`config.mk`:
```
export PLATFORM = sky130hd
export DESIGN_NAME = energy_sample_uart_tx
export DESIGN_NICKNAME = d
export VERILOG_FILES = /design/src/rtl/energy_pkg.sv /design/src/rtl/energy_sample_fifo.sv /design/src/rtl/energy_sample_uart_tx.sv
export SDC_FILE = /design/constraint.sdc
export NUM_CORES = 1
export LEC_CHECK = 0
export CORE_AREA = 4 4 88 111
export CTS_CLUSTER_SIZE = 14
export DETAILED_ROUTE_END_ITERATION = 6
export DIE_AREA = 0 0 92 115
export PLACE_DENSITY_LB_ADDON = 0.25
export RECOVER_POWER = 100
export REMOVE_ABC_BUFFERS = 1
export SYNTH_ARGS = -nofsm -noshare
export SYNTH_HDL_FRONTEND = slang
export SYNTH_SLANG_ARGS = --single-unit
export TNS_END_PERCENT = 30
```
`constraint.sdc`:
```
create_clock -name clk -period 2.28 [get_ports clk]
set_input_delay 0.57 -clock clk [delete_from_list [all_inputs] [get_ports clk]]
set_output_delay 0.57 -clock clk [all_outputs]
set_load 0.03 [all_outputs]
```
`src/rtl/energy_pkg.sv`:
```
// Shared types and constants for the energy sample UART readout path.
package energy_pkg;

  // Frame sequencer states.
  typedef enum logic [1:0] {
    IDLE  = 2'd0,
    START = 2'd1,
    DATA  = 2'd2,
    STOP  = 2'd3
  } tx_state_e;

  localparam logic [7:0] FRAME_HEADER    = 8'hA5;
  localparam int         BYTES_PER_FRAME = 3;
  localparam int         BITS_PER_BYTE   = 8;

  // Checksum byte that closes every frame.
  function automatic logic [7:0] frame_checksum(input logic [7:0] hdr,
                                                input logic [7:0] smp);
    return hdr ^ smp;
  endfunction

endpackage

```
`src/rtl/energy_sample_fifo.sv`:
```
// Small synchronous sample FIFO with wrap-around pointers and an occupancy count.
module energy_sample_fifo #(
  parameter int DEPTH = 8,
  parameter int W     = 8
) (
  input  logic                   clk,
  input  logic                   rst_n,
  input  logic                   push,
  input  logic [W-1:0]           push_data,
  input  logic                   pop,
  output logic [W-1:0]           pop_data,
  output logic                   full,
  output logic                   empty,
  output logic [$clog2(DEPTH):0] level
);

  localparam int AW = $clog2(DEPTH);
  localparam int LW = AW + 1;

  logic [W-1:0]  mem [DEPTH];
  logic [AW-1:0] wr_ptr_q, wr_ptr_d;
  logic [AW-1:0] rd_ptr_q, rd_ptr_d;
  logic [LW-1:0] level_q, level_d;
  logic          push_en, pop_en;

  // Full/empty come straight from the registered count, so they reflect pre-edge state.
  assign full     = (level_q == LW'(DEPTH));
  assign empty    = (level_q == '0);
  assign level    = level_q;
  assign pop_data = mem[rd_ptr_q];
  assign push_en  = push & ~full;
  assign pop_en   = pop & ~empty;

  // Pointer and count next-state; DEPTH is a power of two so pointers wrap naturally.
  always_comb begin
    wr_ptr_d = wr_ptr_q;
    rd_ptr_d = rd_ptr_q;
    level_d  = level_q;
    if (push_en) wr_ptr_d = wr_ptr_q + AW'(1);
    if (pop_en)  rd_ptr_d = rd_ptr_q + AW'(1);
    case ({push_en, pop_en})
      2'b10:   level_d = level_q + LW'(1);
      2'b01:   level_d = level_q - LW'(1);
      default: level_d = level_q;
    endcase
  end

  // Storage array; contents are don't-care until written, so no reset.
  always_ff @(posedge clk) begin
    if (push_en) mem[wr_ptr_q] <= push_data;
  end

  // Pointer and count registers.
  always_ff @(posedge clk or negedge rst_n) begin
    if (!rst_n) begin
      wr_ptr_q <= '0;
      rd_ptr_q <= '0;
      level_q  <= '0;
    end else begin
      wr_ptr_q <= wr_ptr_d;
      rd_ptr_q <= rd_ptr_d;
      level_q  <= level_d;
    end
  end

endmodule

```
`src/rtl/energy_sample_uart_tx.sv`:
```
// Queues 8-bit samples and sends each as a 3-byte 8N1 frame: header, sample, header^sample.
module energy_sample_uart_tx
  import energy_pkg::*;
#(
  parameter int         CLKS_PER_BIT = 104,
  parameter int         FIFO_DEPTH   = 8,
  parameter logic [7:0] HEADER       = FRAME_HEADER
) (
  input  logic                        clk,
  input  logic                        rst_n,
  input  logic                        sample_valid,
  input  logic [7:0]                  sample_data,
  input  logic                        tx_enable,
  input  logic                        clr_overflow,
  output logic                        tx,
  output logic                        busy,
  output logic                        fifo_full,
  output logic [$clog2(FIFO_DEPTH):0] fifo_level,
  output logic                        overflow
);

  localparam int            CW        = $clog2(CLKS_PER_BIT);
  localparam logic [CW-1:0] CNT_LAST  = CW'(CLKS_PER_BIT - 1);
  localparam logic [2:0]    BIT_LAST  = 3'(BITS_PER_BYTE - 1);
  localparam logic [1:0]    BYTE_LAST = 2'(BYTES_PER_FRAME - 1);

  tx_state_e     state_q, state_d;
  logic [CW-1:0] cnt_q, cnt_d;
  logic [2:0]    bit_idx_q, bit_idx_d;
  logic [1:0]    byte_idx_q, byte_idx_d;
  logic [7:0]    shift_q, shift_d;
  logic [7:0]    sample_q, sample_d;
  logic          tx_q, tx_d;
  logic          busy_q, busy_d;
  logic          ovf_q, ovf_d;

  logic          pop;
  logic [7:0]    head_data;
  logic          fifo_empty;

  energy_sample_fifo #(
    .DEPTH(FIFO_DEPTH),
    .W    (8)
  ) u_fifo (
    .clk      (clk),
    .rst_n    (rst_n),
    .push     (sample_valid),
    .push_data(sample_data),
    .pop      (pop),
    .pop_data (head_data),
    .full     (fifo_full),
    .empty    (fifo_empty),
    .level    (fifo_level)
  );

  // Drops are judged on pre-edge fullness; a new drop beats a clear in the same cycle.
  always_comb begin
    ovf_d = ovf_q;
    if (sample_valid && fifo_full) ovf_d = 1'b1;
    else if (clr_overflow)         ovf_d = 1'b0;
  end

  // Frame sequencer; tx_d is the line level for the cycle after the edge.
  always_comb begin
    state_d    = state_q;
    cnt_d      = cnt_q;
    bit_idx_d  = bit_idx_q;
    byte_idx_d = byte_idx_q;
    shift_d    = shift_q;
    sample_d   = sample_q;
    tx_d       = tx_q;
    pop        = 1'b0;
    unique case (state_q)
      IDLE: begin
        tx_d = 1'b1;
        if (tx_enable && !fifo_empty) begin
          pop        = 1'b1;
          sample_d   = head_data;
          shift_d    = HEADER;
          byte_idx_d = 2'd0;
          cnt_d      = '0;
          state_d    = START;
          tx_d       = 1'b0;
        end
      end
      START: begin
        if (cnt_q == CNT_LAST) begin
          cnt_d     = '0;
          bit_idx_d = 3'd0;
          state_d   = DATA;
          tx_d      = shift_q[0];
        end else begin
          cnt_d = cnt_q + CW'(1);
        end
      end
      DATA: begin
        if (cnt_q == CNT_LAST) begin
          cnt_d = '0;
          if (bit_idx_q == BIT_LAST) begin
            state_d = STOP;
            tx_d    = 1'b1;
          end else begin
            bit_idx_d = bit_idx_q + 3'd1;
            tx_d      = shift_q[bit_idx_q + 3'd1];
          end
        end else begin
          cnt_d = cnt_q + CW'(1);
        end
      end
      STOP: begin
        if (cnt_q == CNT_LAST) begin
          cnt_d = '0;
          if (byte_idx_q != BYTE_LAST) begin
            // Next byte follows straight on, no idle gap inside a frame.
            byte_idx_d = byte_idx_q + 2'd1;
            shift_d    = (byte_idx_q == 2'd0) ? sample_q
                                              : frame_checksum(HEADER, sample_q);
            state_d    = START;
            tx_d       = 1'b0;
          end else begin
            state_d = IDLE;
            tx_d    = 1'b1;
          end
        end else begin
          cnt_d = cnt_q + CW'(1);
        end
      end
      default: begin
        state_d = IDLE;
        tx_d    = 1'b1;
      end
    endcase
    busy_d = (state_d != IDLE);
  end

  // Sequencer and registered outputs; reset forces the line idle immediately.
  always_ff @(posedge clk or negedge rst_n) begin
    if (!rst_n) begin
      state_q    <= IDLE;
      cnt_q      <= '0;
      bit_idx_q  <= '0;
      byte_idx_q <= '0;
      shift_q    <= '0;
      sample_q   <= '0;
      tx_q       <= 1'b1;
      busy_q     <= 1'b0;
      ovf_q      <= 1'b0;
    end else begin
      state_q    <= state_d;
      cnt_q      <= cnt_d;
      bit_idx_q  <= bit_idx_d;
      byte_idx_q <= byte_idx_d;
      shift_q    <= shift_d;
      sample_q   <= sample_d;
      tx_q       <= tx_d;
      busy_q     <= busy_d;
      ovf_q      <= ovf_d;
    end
  end

  assign tx       = tx_q;
  assign busy     = busy_q;
  assign overflow = ovf_q;

endmodule

```
==> results.md <==
Clock network:
- Counting the buffers created by CTS gives 9.
- The quantity of hold-fixing buffers added after cts is 0.
- For the worst-skew pair, the clock arrives at the later sink with an insertion delay of roughly 0.36 ns.
- TritonCTS built the clock tree.
- The clock-pin slew reported for the worst setup and hold paths after clock tree synthesis is 0.10 ns.
- The longest clock path from root to sink contains 2 buffers.
- The number of sinks on the clock net is ~110.
- The clock tree synthesis step divided the H-tree into 3 levels.
- The cell sitting at the root of the clock tree is a clkbuf_8.

Die:
- The floorplan step defined a core boundary enclosing 8653 um2.
- Pin placement for this block handled 21 I/O pins.
- The vertical die dimension is 115 um.
- The floorplan die width is 92 um.
- The floorplan has 38 rows.
- The total die area is 10580 um2.
- The starting density of the core is 53.46%.

STA:
- Setup violations remaining at the end of the flow were counted as 0.
- The number of hold-slack violations in the final timing report is 0.
- The worst-case setup margin in the final layout is 0.06058 ns.
- The number of slew-limit violations in the final report is 0.
- The final cycle utilization of the critical path is between 90% and 100%.
- At the pin with the least slew margin, the transition time is 1.147 ns.
- Measured against its own limit, the worst slew margin works out to between 20% and 30%.
- The tightest hold path in the finished design has a slack of 0.4071 ns.
- Setup repair after global routing could not meet its margin everywhere.
- The routed design could run at a clock period as short as approximately 2.2 ns.
- On the final layout, the worst clock skew is a little under 0.007 ns.
- Timing would allow up to 450.6 MHz.

Yosys:
- Sequential elements use 64.84% of the synthesized area.
- The count of warnings emitted by yosys is 0.
- The synthesis-stage register bit count is 107.
- Counting flops with an async set or reset pin after synthesis yields a share of around 40%.
- The count of flip-flops with a built-in enable after synthesis is 64.
- The number of library cell types mapped by synthesis is 45.
- A synthesized cell averages 14.68 um2.
- The most used flip-flop cell after synthesis is edfxtp_1.
- The post-synthesis instance total is 315.
- The post-synthesis instance area is 4626 um2.

Critical path:
- The startpoint identified for the worst register-to-register timing path is u_fifo.level[3].
- The source of the critical timing path is u_fifo.level[0].
- The critical path start-end classification is reg -> out.
- At the worst endpoint, the required time is 1.71 ns.
- For the worst setup path, the data arrival time is 1.65 ns.
- Along the worst path, the maximum fanout reaches 6.
- The worst setup path is captured at a primary output.
- The startpoint kind of the worst setup timing path is a register.

Power:
- Per report_power, the sequential group accounts for 47.4% of the total.
- Cell internal power was estimated by the tool at 4.058 mW.
- The switching fraction of total power is 33.72%.
- The power share of the clock group is between 10% and 20%.
- The part of the total power dissipated in combinational logic is 34.3%.
- Dividing total power by cell area gives a power density of 1161 nW/um2.
- IR analysis of the VDD net gives a maximum drop of between 0.6 and 0.7 mV.
- The leakage component of the power is 1.928 nW.
- The switching power total is 2.065 mW.

Global route:
- The all-layer global routing usage is approximately 17%.
- The first global-routing pass estimated roughly 13000 um of wire.
- The total grt overflow is 0.
- The number of global-route vias before repair came to 2671.
- Entering global routing, the biggest net connects 23 pins.
- The initial antenna violation count was 0.

Min path:
- The worst hold path belongs to the class in -> async.

Place:
- Including well taps, the total number of placed cells is 466.
- At the placement stage, the worst setup path has a slack of -0.2025 ns.
- The post-DP HPWL is 5574 um.
- The routability congestion estimate is 0.7868.
- Input and output buffers added on the ports amount to 20.
- Once placement finished, the instance area stood at slightly above 5000 um2.

Flow run:
- The max-cap violation count is 0.

Cells and area:
- The final standard cell area without fillers is approximately 5300 um2.
- In the layout the commonest cells are 64 x edfxtp_1, 41 x dfrtp_1, 36 x nand2_1.
- The final-stage net count is 382.
- The number of fillers in the final layout is 683.
- The commonest non-fill, non-tap cell in the layout is edfxtp_1.
- The share of post-route cells with drive strength above 1 is 19.78%.
- The antenna diode count is 0.
- The share of the core filled with cells is 60.93%.
- From synthesis to final layout, the design area changed by 13.98%.
- The finished layout holds 484 standard cells, fillers aside.

Route:
- The total length of routed wires is 7936 um.
- The total number of vias is about 2600.
- The average vias per placed instance is 5.421.
- After the first detailed-routing iteration, the DRC count stood at 99.
- The count of nets left with antenna violations after detail routing is 0.
- The first detailed-routing pass took 4 iterations.
- The detail-routed net length per standard cell is about 16 um.
- The DRC violation count after routing is 0.

Run status:
- The run finished with clean final reports.
path summary, 6_finish.rpt:
path	endpoint	slack (ns)	cells past startpoint
worst max-delay path	fifo_level[0]	0.06	2
worst min-delay path	cnt_q[5]	0.41	1
max in group asynchronous	u_fifo.level[3]	0.68	2
worst min register to register	sample_q[1]	0.49	2
worst max register to register	u_fifo.level[3]	0.12	9
min in group clk	sample_q[1]	0.49	2
worst max-delay path, stage by stage, from the launching register on:
cell,delay (ns)
dfrtp_1,0.44
buf_4,0.18
clkdlybuf4s50_1,0.68
power by group through the flow:
stage	sequential, mW	combinational [mW]	clock (mW)
after CTS	2.90	2.16	1.15
final	2.90	2.10	1.12
after global routing	2.96	2.32	1.24
after detailed placement	2.94	2.15	0
after global placement	2.91	2.10	0
after floorplan	3.10	1.21	0
cells in the mapped netlist, types with 2 or more instances:
cell       count  area (um2)
inv_1          8       30.03
mux2i_1       10       100.1
o2bb2ai_1      3       26.28
o21ai_0       24       120.1
a21oi_1        7       35.03
buf_2          4       20.02
clkbuf_1       5       18.77
edfxtp_1      64        1922
a22oi_1        3       22.52
xor2_1         8       70.07
nor3b_1        3       22.52
nand3b_1       2       15.01
mux2_2         3       33.78
o31ai_1        2       15.01
nand2b_1       6       37.54
nor4_1         4       25.02
xnor2_1        9       78.83
buf_1          3       11.26
nor3_1         7       35.03
ha_1          10       125.1
nor2_1         6       22.52
nand2_1       36       135.1
dfrtp_1       42        1051
mux4_2        18       405.4
nand3_1        6       30.03
a211oi_1       2       15.01
and3_1         2       12.51
registers in the layout, summed over array words and instances, names as in the netlist:
signal and flops:
bit_idx_q 3, busy 1, byte_idx_q 2, cnt_q 7
overflow 1, sample_q 8, shift_q 8, state_q 2
tx 1, u_fifo.level 4, u_fifo.mem 64, u_fifo.rd_ptr_q 3
u_fifo.wr_ptr_q 3
final cells by class:
type | instances | area, um2 | share of cell area [%]
clock buffer | 10 | 127.6 | 2.420
clock inverter | 6 | 66.31 | 1.258
inverter | 9 | 33.78 | 0.6407
multi-input combinational | 184 | 1544 | 29.28
sequential | 107 | 3000 | 56.91
tap | 120 | 150.1 | 2.848
timing repair buffer | 48 | 350.3 | 6.645
repair_timing:
item / CTS / global route
endpoints found under the hold margin: 0 / 0
setup buffers: 0 / 2
pin swaps: 0 / 2
setup endpoints to repair: 1 / 3
resized for setup: 1 / 10
cells by family after synthesis:
family	count (synthesis)	synth area share, %
buffers and inverters	24	2.326
xor gates and xnor gates	17	3.219
and+or+nand+nor	79	8.926
AOI/OAI and AO/OA	47	6.330
DFF	107	64.84
muxes	31	11.66
adders and majority gates	10	2.705
through the flow:
stage,power [mW],TNS [ns]
after detailed placement,5.096,-0.3992
after floorplan,4.311,-7.045
after global routing,6.524,-0.002535
final,6.123,0
after CTS,6.206,0
after global placement,5.017,-0.2435
per-layer routing:
layer	share of wire, %	track usage, %	vias to the layer above
li1	-	-	1271
met2	55	30.65	29
met1	41	19.85	1313
met4	1.5	6.739	0
met5	0	0	-
met3	2.4	2.880	11
Power figures use the tool's default switching activity.
